===== config.mk =====
export PLATFORM = sky130hd
export DESIGN_NAME = helai_video_frame_writer
export DESIGN_NICKNAME = d
export VERILOG_FILES = /design/src/rtl/helai_video_frame_writer.sv
export SDC_FILE = /design/constraint.sdc
export NUM_CORES = 1
export LEC_CHECK = 0
export BUFFER_PORTS_ARGS = -buffer_cell sky130_fd_sc_hd__buf_4
export CAP_MARGIN = 15
export CORE_MARGIN = 2
export CORE_UTILIZATION = 57
export DETAILED_ROUTE_END_ITERATION = 6
export PLACE_DENSITY = 0.77
export SLEW_MARGIN = 10
export SYNTH_ARGS = -nofsm -noshare
export SYNTH_HDL_FRONTEND = slang
export SYNTH_SLANG_ARGS = --single-unit

===== constraint.sdc =====
create_clock -name i_des_video_pclk -period 8.1 [get_ports i_des_video_pclk]
set_input_delay 0.81 -clock i_des_video_pclk [delete_from_list [all_inputs] [get_ports i_des_video_pclk]]
set_output_delay 0.81 -clock i_des_video_pclk [all_outputs]
set_load 0.01 [all_outputs]

===== src/rtl/helai_video_frame_writer.sv =====
`default_nettype none
// ============================================================================
//  Module   : helai_video_frame_writer
//  Purpose  : Collects a video frame from a DE/VS pixel stream into a small
//             FWFT FIFO and emits it as addressed write bursts (req/ack
//             command channel followed by a valid/ready data channel).
//  Options  : HELAI_LINE_CHECK_EN - count each DE run and pulse o_line_err
//             when a run length differs from the latched frame width.
//  Revision : 1.0 - initial release
// ============================================================================
module helai_video_frame_writer #(
   parameter int DATA_WIDTH        = 8,
   parameter int CHANNELS          = 1,
   parameter int INPUT_X_RES_WIDTH = 11,
   parameter int BURST_LEN         = 16,
   parameter int FIFO_ASIZE        = 6
) (
   input  logic                                 i_des_video_pclk,
   input  logic                                 i_reset_n,
   input  logic [INPUT_X_RES_WIDTH-1:0]         i_des_video_width,
   input  logic [INPUT_X_RES_WIDTH-1:0]         i_des_video_height,
   input  logic                                 i_des_video_vs,
   input  logic                                 i_des_video_de,
   input  logic [DATA_WIDTH*CHANNELS-1:0]       i_des_video_pixel,
   output logic                                 o_wr_req,
   input  logic                                 i_wr_ack,
   output logic [2*INPUT_X_RES_WIDTH-1:0]       o_wr_addr,
   output logic [6:0]                           o_wr_len,
   output logic                                 o_wr_valid,
   input  logic                                 i_wr_ready,
   output logic [DATA_WIDTH*CHANNELS-1:0]       o_wr_data,
   output logic                                 o_frame_done,
   output logic                                 o_overflow,
   output logic                                 o_line_err
);

   localparam int                c_word_w    = DATA_WIDTH * CHANNELS;
   localparam int                c_aw        = 2 * INPUT_X_RES_WIDTH;
   localparam int                c_depth     = 1 << FIFO_ASIZE;
   localparam logic [FIFO_ASIZE:0]   c_full      = (FIFO_ASIZE+1)'(c_depth);
   localparam logic [FIFO_ASIZE:0]   c_burst_cnt = (FIFO_ASIZE+1)'(BURST_LEN);
   localparam logic [FIFO_ASIZE:0]   c_cnt_one   = (FIFO_ASIZE+1)'(1);
   localparam logic [FIFO_ASIZE-1:0] c_ptr_one   = FIFO_ASIZE'(1);
   localparam logic [c_aw-1:0]       c_aw_one    = c_aw'(1);
   localparam logic [6:0]            c_burst_len = 7'(BURST_LEN);

   typedef enum logic [2:0] {
      S_IDLE  = 3'd0,
      S_ARMED = 3'd1,
      S_REQ   = 3'd2,
      S_DATA  = 3'd3,
      S_DONE  = 3'd4
   } state_t;

   state_t                      r_state;
   logic [c_word_w-1:0]         r_mem [c_depth];
   logic [FIFO_ASIZE-1:0]       r_wr_ptr;
   logic [FIFO_ASIZE-1:0]       r_rd_ptr;
   logic [FIFO_ASIZE:0]         r_count;
   logic                        r_vs_d;
   logic [INPUT_X_RES_WIDTH-1:0] r_width;
   logic [INPUT_X_RES_WIDTH-1:0] r_height;
   logic [c_aw-1:0]             r_pix_cnt;
   logic [c_aw-1:0]             r_bptr;
   logic [6:0]                  r_beat;
   logic                        r_wr_req;
   logic                        r_wr_valid;
   logic [c_aw-1:0]             r_wr_addr;
   logic [6:0]                  r_wr_len;
   logic                        r_frame_done;
   logic                        r_overflow;

   logic                        w_vs_rise;
   logic [c_aw-1:0]             w_total;
   logic                        w_active;
   logic                        w_pix_in;
   logic                        w_full;
   logic                        w_fifo_we;
   logic                        w_fifo_re;
   logic                        w_all_in;
   logic [6:0]                  w_burst_len;

   assign w_vs_rise   = i_des_video_vs & ~r_vs_d;
   assign w_total     = {{INPUT_X_RES_WIDTH{1'b0}}, r_width} * {{INPUT_X_RES_WIDTH{1'b0}}, r_height};
   assign w_active    = (r_state == S_ARMED) || (r_state == S_REQ) || (r_state == S_DATA);
   assign w_pix_in    = w_active & i_des_video_de & (r_pix_cnt < w_total) & ~w_vs_rise;
   assign w_full      = (r_count == c_full);
   assign w_fifo_re   = r_wr_valid & i_wr_ready;
   // A full FIFO still takes a pixel when a word leaves on the same edge.
   assign w_fifo_we   = w_pix_in & (~w_full | w_fifo_re);
   assign w_all_in    = (r_pix_cnt == w_total);
   assign w_burst_len = (r_count >= c_burst_cnt) ? c_burst_len : 7'(r_count);

   // Data is gated by valid so the bus reads zero whenever no burst is active.
   assign o_wr_data    = r_wr_valid ? r_mem[r_rd_ptr] : '0;
   assign o_wr_req     = r_wr_req;
   assign o_wr_valid   = r_wr_valid;
   assign o_wr_addr    = r_wr_addr;
   assign o_wr_len     = r_wr_len;
   assign o_frame_done = r_frame_done;
   assign o_overflow   = r_overflow;

   // Pixel storage: plain RAM without reset, emptiness is tracked by r_count.
   always_ff @(posedge i_des_video_pclk) begin
      if (w_fifo_we) begin
         r_mem[r_wr_ptr] <= i_des_video_pixel;
      end
   end

   // FIFO pointers and occupancy; a frame start discards everything queued.
   always_ff @(posedge i_des_video_pclk or negedge i_reset_n) begin
      if (!i_reset_n) begin
         r_wr_ptr <= '0;
         r_rd_ptr <= '0;
         r_count  <= '0;
      end else if (w_vs_rise) begin
         r_wr_ptr <= '0;
         r_rd_ptr <= '0;
         r_count  <= '0;
      end else begin
         if (w_fifo_we) begin
            r_wr_ptr <= r_wr_ptr + c_ptr_one;
         end
         if (w_fifo_re) begin
            r_rd_ptr <= r_rd_ptr + c_ptr_one;
         end
         if (w_fifo_we && !w_fifo_re) begin
            r_count <= r_count + c_cnt_one;
         end else if (!w_fifo_we && w_fifo_re) begin
            r_count <= r_count - c_cnt_one;
         end
      end
   end

   // Frame bookkeeping: geometry latch, accepted-pixel count, sticky overflow.
   always_ff @(posedge i_des_video_pclk or negedge i_reset_n) begin
      if (!i_reset_n) begin
         r_vs_d     <= 1'b0;
         r_width    <= '0;
         r_height   <= '0;
         r_pix_cnt  <= '0;
         r_overflow <= 1'b0;
      end else begin
         r_vs_d <= i_des_video_vs;
         if (w_vs_rise) begin
            r_width    <= i_des_video_width;
            r_height   <= i_des_video_height;
            r_pix_cnt  <= '0;
            r_overflow <= 1'b0;
         end else if (w_pix_in) begin
            // Dropped pixels still advance the count to keep addressing aligned.
            r_pix_cnt <= r_pix_cnt + c_aw_one;
            if (w_full && !w_fifo_re) begin
               r_overflow <= 1'b1;
            end
         end
      end
   end

   // Burst sequencer: decides when to request, runs the data phase, ends the frame.
   always_ff @(posedge i_des_video_pclk or negedge i_reset_n) begin
      if (!i_reset_n) begin
         r_state      <= S_IDLE;
         r_wr_req     <= 1'b0;
         r_wr_valid   <= 1'b0;
         r_wr_addr    <= '0;
         r_wr_len     <= '0;
         r_beat       <= '0;
         r_bptr       <= '0;
         r_frame_done <= 1'b0;
      end else begin
         r_frame_done <= 1'b0;
         if (w_vs_rise) begin
            r_wr_req   <= 1'b0;
            r_wr_valid <= 1'b0;
            r_beat     <= '0;
            r_bptr     <= '0;
            r_state    <= ((i_des_video_width == '0) || (i_des_video_height == '0)) ? S_DONE : S_ARMED;
         end else begin
            case (r_state)
               S_IDLE: r_state <= S_IDLE;
               S_ARMED: begin
                  if (r_bptr == w_total) begin
                     r_state <= S_DONE;
                  end else if ((r_count >= c_burst_cnt) || ((r_count != '0) && w_all_in)) begin
                     r_wr_len  <= w_burst_len;
                     r_wr_addr <= r_bptr;
                     r_wr_req  <= 1'b1;
                     r_state   <= S_REQ;
                  end
               end
               S_REQ: begin
                  if (i_wr_ack) begin
                     r_wr_req   <= 1'b0;
                     r_wr_valid <= 1'b1;
                     r_beat     <= '0;
                     r_state    <= S_DATA;
                  end
               end
               S_DATA: begin
                  if (w_fifo_re) begin
                     if (r_beat == r_wr_len - 7'd1) begin
                        r_wr_valid <= 1'b0;
                        r_bptr     <= r_bptr + c_aw'(r_wr_len);
                        r_state    <= S_ARMED;
                     end else begin
                        r_beat <= r_beat + 7'd1;
                     end
                  end
               end
               S_DONE: begin
                  r_frame_done <= 1'b1;
                  r_state      <= S_IDLE;
               end
               default: r_state <= S_IDLE;
            endcase
         end
      end
   end

`ifdef HELAI_LINE_CHECK_EN
   localparam logic [INPUT_X_RES_WIDTH:0] c_run_one = (INPUT_X_RES_WIDTH+1)'(1);

   logic                         r_de_d;
   logic [INPUT_X_RES_WIDTH:0]   r_run_cnt;
   logic                         r_line_err;

   // Measure each DE run and flag a length mismatch when the run ends.
   always_ff @(posedge i_des_video_pclk or negedge i_reset_n) begin
      if (!i_reset_n) begin
         r_de_d     <= 1'b0;
         r_run_cnt  <= '0;
         r_line_err <= 1'b0;
      end else begin
         r_de_d     <= i_des_video_de;
         r_line_err <= 1'b0;
         if (i_des_video_de) begin
            if (!r_de_d) begin
               r_run_cnt <= c_run_one;
            end else if (r_run_cnt != '1) begin
               r_run_cnt <= r_run_cnt + c_run_one;
            end
         end else if (r_de_d && (r_run_cnt != {1'b0, r_width})) begin
            r_line_err <= 1'b1;
         end
      end
   end

   assign o_line_err = r_line_err;
`else
   assign o_line_err = 1'b0;
`endif

endmodule
`default_nettype wire


==> results of run 1 <==
## flip-flops by register name, indices dropped and copies added (netlist names)
register and flops:
r_height 11, r_count 7, o_wr_valid 1, r_bptr 22, r_beat 7, r_state 3
o_overflow 1, r_pix_cnt 22, r_wr_ptr 6, r_mem 512, o_wr_req 1, o_wr_addr 22
o_frame_done 1, o_wr_len 7, r_rd_ptr 6, r_vs_d 1, r_width 11
## cells in the final DEF (no fill, tap or decap), types with 12 or more instances in the layout
master,count
ha_1,97
nand2b_1,13
edfxtp_1,512
clkinv_2,12
a21oi_1,51
xor2_1,34
and2_1,74
nor2_1,146
o21ai_0,32
or3_1,14
clkbuf_1,13
nand3_1,26
dfrtp_1,114
fa_1,82
mux2_2,17
clkbuf_16,69
xnor2_1,57
nand4_1,19
nor3_1,21
inv_1,123
dfrtp_2,13
a21o_1,17
nand2_1,202
buf_4,172
mux4_2,168
## critical path, delay by kind of cell, from the launching register on
| kind | cells | cell delay [ps] |
|---|---|---|
| adder cells (fa/ha/maj) | 8 | 3400 |
| AO/OA/AOI/OAI | 10 | 1770 |
| AND/OR/NAND/NOR | 7 | 1050 |
| buffers and inverters | 6 | 540 |
| flip-flops | 1 | 460 |
| multiplexers | 1 | 240 |
| XOR/XNOR | 1 | 220 |
## layout make-up
type / count / area [um^2] / area share
Sequential cell: 641 / 18600 / 0.527
Multi-Input combinational cell: 1229 / 11900 / 0.336
Clock buffer: 83 / 1790 / 0.0507
Timing Repair Buffer: 177 / 1380 / 0.0389
Tap cell: 696 / 871 / 0.0247
Inverter: 123 / 462 / 0.0131
Clock inverter: 32 / 325 / 0.00921
## power groups by stage
stage	clock (mW)	sequential [mW]	combinational [mW]
2_1_floorplan	0	3.85	3.12
3_3_place_gp	0	4.07	4.13
3_5_place_dp	0	4.09	4.17
4_1_cts	3.05	4.02	4.22
5_1_grt	3.18	3.99	4.76
6_report	3.00	3.97	4.38
## stage by stage
stage	cells	utilization	total power, mW
after floorplan	2094	-	6.97
after global placement	2858	0.612	8.21
after detailed placement	2858	0.612	8.26
after CTS	2973	0.651	11.3
after global routing	2981	0.654	11.9
final	2981	0.654	11.3
## worst max path at each step
stage,start,depth (start not counted),to
floorplan,r_height[2],28,r_count[6]
global placement,r_width[4],28,r_count[6]
detailed placement,r_height[2],26,r_count[6]
CTS,r_width[3],26,r_count[6]
global route,r_height[2],34,r_count[6]
finish,r_height[2],33,r_count[6]
## what timing repair did
item                       CTS  global route
pin swaps                    0             4
gates resized for setup      2            26
setup buffers                0             7
setup endpoints to repair    1             8
## routing by layer
metal | up-vias | wire length (um) | GRT usage
met5 | - | 0 | 0
met4 | 0 | 1770 | 0.0765
met1 | 9715 | 30200 | 0.382
met2 | 836 | 37500 | 0.448
met3 | 112 | 5700 | 0.0384
li1 | 8024 | - | -
## cell families after synthesis
kind of cell | count (synthesis)
other | 1
adder cells (fa/ha/maj) | 182
AND/OR/NAND/NOR | 570
buffers and inverters | 224
multiplexers | 202
AO/OA/AOI/OAI | 180
XOR/XNOR | 94
flip-flops | 641
==> flow_metrics.tcl, run 1 <==
set metrics [dict create \
    critPathKind "flop to flop" \
    dieArea_um2 56700 \
    syn_nets 2312 \
    cts_buffers 67 \
    max-vdd-ir-drop_v 0.000227 \
    grtUsageTotal 0.271 \
    yosysUniqueCellTypes 73 \
    start_util 0.579 \
    grt_pass1_vias 18700 \
    crit_top_cell "fa_1" \
    synthesis.area_um2 31300 \
    p_clk_frac 0.264 \
    startpoint_type "flop" \
    hold_viol_final 0 \
    cts_tree "done" \
    outcome "complete, no violations" \
    fmax_mhz 128 \
    async_flop_share 0.201 \
    fillers 3625 \
    cts_sinks 641 \
    seq_area_frac_synth 0.595 \
    arrival_ps 8300 \
    power_density_nw_per_um2 321 \
    wl_per_cell_um 25.2 \
    port_buffers 76 \
    cts-root-buf "clkbuf_16" \
    rows 85 \
    fin_nets 2457 \
    drt_wl_total_um 75100 \
    worst_pin_slew_ps 1080 \
    ys_top_cells_by_area "edfxtp_1 (49%), mux4_2 (12%), dfrtp_1 (10%)" \
    reg2regPathDepth 33 \
    synth-simple-area-share 0.0870 \
    fin_setup_tns_ps 0 \
    synth-compound-area-share 0.0375 \
    finClkSkew_ps 27.1 \
    htreeDepth 3 \
    vias 18700 \
    synth_edf_count 512 \
    synthMuxAreaShare 0.133 \
    p_seq_frac 0.350 \
    switching_share 0.351 \
    fin_hold_ws_ps 138 \
    first_pass_iters 5 \
    routabilityCongestion 0.939 \
    cp.required_ps 8600 \
    critPathCaptureType "flop" \
    n_antenna_cell 0 \
    synth_top_area_frac 0.492 \
    reg2reg_slack_ps 300 \
    synth_common_cells "edfxtp_1 (512), nand2_1 (202), mux4_2 (168)" \
    dieHeight_um 238 \
    post-route-period-util 0.963 \
    hold_class "primary input to asynchronous set/reset pin" \
    design_area_um2 35300 \
    path_max_fanout 7 \
    yosysMostFrequentCell "edfxtp_1" \
    synthFlopType "edfxtp_1" \
    r2r_start "r_height[2]" \
    postSynthAreaPerCell_um2 14.9 \
    drc 0 \
    cpMaxStageDelayCell "fa_1" \
    ios 78 \
    synth_top_family_by_area "multiplexers" \
    clk_path_buf_depth 3 \
    clk_pin_slew_worst_paths_ps 60 \
    antenna_found_initial 0 \
    grt_max_degree 85 \
    max_stage_delay_ps 580 \
    setup_ws_ps 299 \
    drtIter0Drc 1907 \
    rr_endpoint "r_count[6]" \
    ys_warn_count 0 \
    synth.ff_latch_count 641 \
    maxCapViolations 0 \
    pre_cts_ws_ps 31.1 \
    layout_min_cycle_time_ps 7800 \
    syn_inst 2094 \
    p_leak_nw 13.1 \
    synthAdderAreaFrac 0.0925 \
    setup_violations 0 \
    drive_above_1_share 0.220 \
    grt_overflow_total 0 \
    grt_pass1_wl_um 115000 \
    place_area_um2 33000 \
    yosys.area.top_type "edfxtp_1" \
    via_per_inst 6.27 \
    p_switching_mw 3.98 \
    pwr-share-comb 0.386 \
    p_int_mw 7.37 \
    die_w_um 238 \
    synth-xor-area-share 0.0273 \
    syn2layout_area_growth_pct 13.0 \
    slew-limit-headroom 0.282 \
    rsz0062_at_grt "no" \
    core_um2 54000 \
    hpwlAfterDp_um 48900 \
    ant_nets 0 \
    slew_violations 0 \
    clkLatencyLatePin_ps 610 \
    ctsHoldBuffers 0 \
]
Power figures use the tool's default switching activity.
==> run 2: changes to the inputs <==
--- a/config.mk
+++ b/config.mk
@@ -5,12 +5,12 @@
 export SDC_FILE = /design/constraint.sdc
 export NUM_CORES = 1
 export LEC_CHECK = 0
-export BUFFER_PORTS_ARGS = -buffer_cell sky130_fd_sc_hd__buf_4
 export CAP_MARGIN = 15
 export CORE_MARGIN = 2
-export CORE_UTILIZATION = 57
+export CORE_UTILIZATION = 58
 export DETAILED_ROUTE_END_ITERATION = 6
-export PLACE_DENSITY = 0.77
+export DONT_BUFFER_PORTS = 1
+export PLACE_DENSITY = 0.76
 export SLEW_MARGIN = 10
 export SYNTH_ARGS = -nofsm -noshare
 export SYNTH_HDL_FRONTEND = slang
==> run 2 against run 1 <==
  * Routed wire length down 3.3%
  * Critical endpoint unchanged
  * Clock power up 4%
  * Critical path depth down 3
  * Largest cell class unchanged
  * Sequential power up 1%
  * Fmax up 0.56%
  * First-iteration DRC count down 10%
  * Core utilization down 0.60 points
==> flow_metrics.tcl, run 2 (same netlist as run 1, synthesis figures left out) <==
set metrics [dict create \
    layout.area.seq_um2 18600 \
    routed-wl-met2_um 35200 \
    layout_min_cycle_time_ps 7760 \
    wl_per_cell_um 25.1 \
    hpwlAfterDp_um 47400 \
    start_util 0.583 \
    finClkSkew_ps 24.0 \
    crit_top_cell "fa_1" \
    maxCapViolations 0 \
    reg2reg_slack_ps 340 \
    design_area_um2 34700 \
    antenna_found_initial 0 \
    routabilityCongestion 0.893 \
    cp.required_ps 8620 \
    grt_pass1_wl_um 112000 \
    rows 85 \
    place_area_um2 32300 \
    r2r_start "r_height[2]" \
    dieHeight_um 236 \
    vias 18100 \
    fin_hold_ws_ps 180 \
    ios 78 \
    slew-limit-headroom 0.276 \
    cts_tree "done" \
    p_leak_nw 12.7 \
    via_per_inst 6.24 \
    syn2layout_area_growth_pct 11.0 \
    final_util 0.648 \
    final_cell_mix "edfxtp_1 (512), nand2_1 (202), mux4_2 (168), nor2_1 (147), inv_1 (123)" \
    grt_pass1_vias 18300 \
    core_um2 53600 \
    drt_wl_total_um 72600 \
    n_antenna_cell 0 \
    cts_sinks 641 \
    fmax_mhz 129 \
    dieArea_um2 55800 \
    ant_nets 0 \
    setup_violations 0 \
    grt_overflow_total 0 \
    worst_pin_slew_ps 1080 \
    clk_path_buf_depth 3 \
    met1_length_um 29600 \
    outcome "complete, no violations" \
    cts_buffers 68 \
    clkLatencyLatePin_ps 610 \
    grtUsageTotal 0.266 \
    fin_nets 2365 \
    rr_endpoint "r_count[6]" \
    largest_register_ffs 512 \
    critPathCaptureType "flop" \
    fillers 3682 \
    clk_pin_slew_worst_paths_ps 60 \
    first_pass_iters 7 \
    highest_layer "met4" \
    drc 0 \
    post-route-period-util 0.958 \
    hold_viol_final 0 \
    startpoint_type "flop" \
    reg2regPathDepth 30 \
    drtIter0Drc 1712 \
    final_cells 2895 \
    arrival_ps 8280 \
    final_common_cell "edfxtp_1" \
    wl_met3_um 4910 \
    die_w_um 236 \
    grt_max_degree 130 \
    path_max_fanout 12 \
    critPathKind "flop to flop" \
    drive_above_1_share 0.188 \
    multi_input_area_um2 11900 \
    max-vdd-ir-drop_v 0.000279 \
    slew_violations 0 \
    port_buffers 0 \
    cts-root-buf "clkbuf_16" \
    regMostFlops "r_mem" \
    power_density_nw_per_um2 323 \
    hold_class "primary input to asynchronous set/reset pin" \
    dpl.cell_count 2764 \
    htreeDepth 3 \
    max_stage_delay_ps 560 \
    cpMaxStageDelayCell "fa_1" \
]
run 2: changes by cell type in the layout (fill, tap and decap cells not counted), sizes merged:
cell,before,now
buf,177,84
clkbuf,83,87
bufinv,5,7
clkinvlp,0,2
clkinv,23,22
run 2: what timing repair did:
action,in CTS,in global routing
endpoints found under the hold margin,129,0
hold buffers,1,0
endpoints found under the setup margin,0,34
gates resized for setup,0,22
setup buffers,0,8
run 2: final cells by class:
class,instances,share of cell area
Sequential cell,641,0.537
Multi-Input combinational cell,1229,0.341
Clock inverter,35,0.0121
Inverter,123,0.0133
Clock buffer,87,0.0522
Timing Repair Buffer,84,0.0195
Tap cell,696,0.0251
run 2: worst max-delay path: cells and delay by family (launching register included):
| family | cells | cell delay (ps) |
|---|---|---|
| flops | 1 | 500 |
| compound gates | 10 | 1930 |
| simple gates | 7 | 1370 |
| mux | 1 | 200 |
| buf+inv | 3 | 330 |
| xor+xnor | 1 | 80 |
| fa+ha+maj | 8 | 3260 |
run 2: power breakdown:
part | total (mW) | switching (mW) | leakage, nW | internal (mW)
clock network | 3.13 | 1.31 | 1.09 | 1.82
registers | 4.02 | 0.337 | 6.31 | 3.68
logic | 4.06 | 2.24 | 5.27 | 1.82
total | 11.2 | 3.88 | 12.7 | 7.33
run 2: through the flow:
stage / setup slack [ps] / total power, mW / TNS (ps)
after floorplan: 371 / 6.97 / 0
after global placement: 285 / 8.00 / 0
after detailed placement: 154 / 8.06 / 0
after CTS: 87.8 / 11.2 / 0
after global routing: -77.2 / 11.8 / -124
final: 343 / 11.2 / 0
run 2: worst max-delay path by stage:
stage | startpoint | end | slack (ps) | cells past startpoint
floorplan | r_height[2] | r_count[6] | 370 | 28
global placement | r_width[4] | r_count[6] | 290 | 31
detailed placement | r_height[2] | r_count[6] | 150 | 26
CTS | r_height[2] | r_count[6] | 90 | 26
global route | r_height[2] | r_count[5] | -80 | 32
finish | r_height[2] | r_count[6] | 340 | 30
run 2: routing by layer:
layer,vias to the layer above,track usage
met2,748,0.424
met1,9345,0.375
met4,0,0.101
met3,134,0.0451
met5,-,0
li1,7850,-
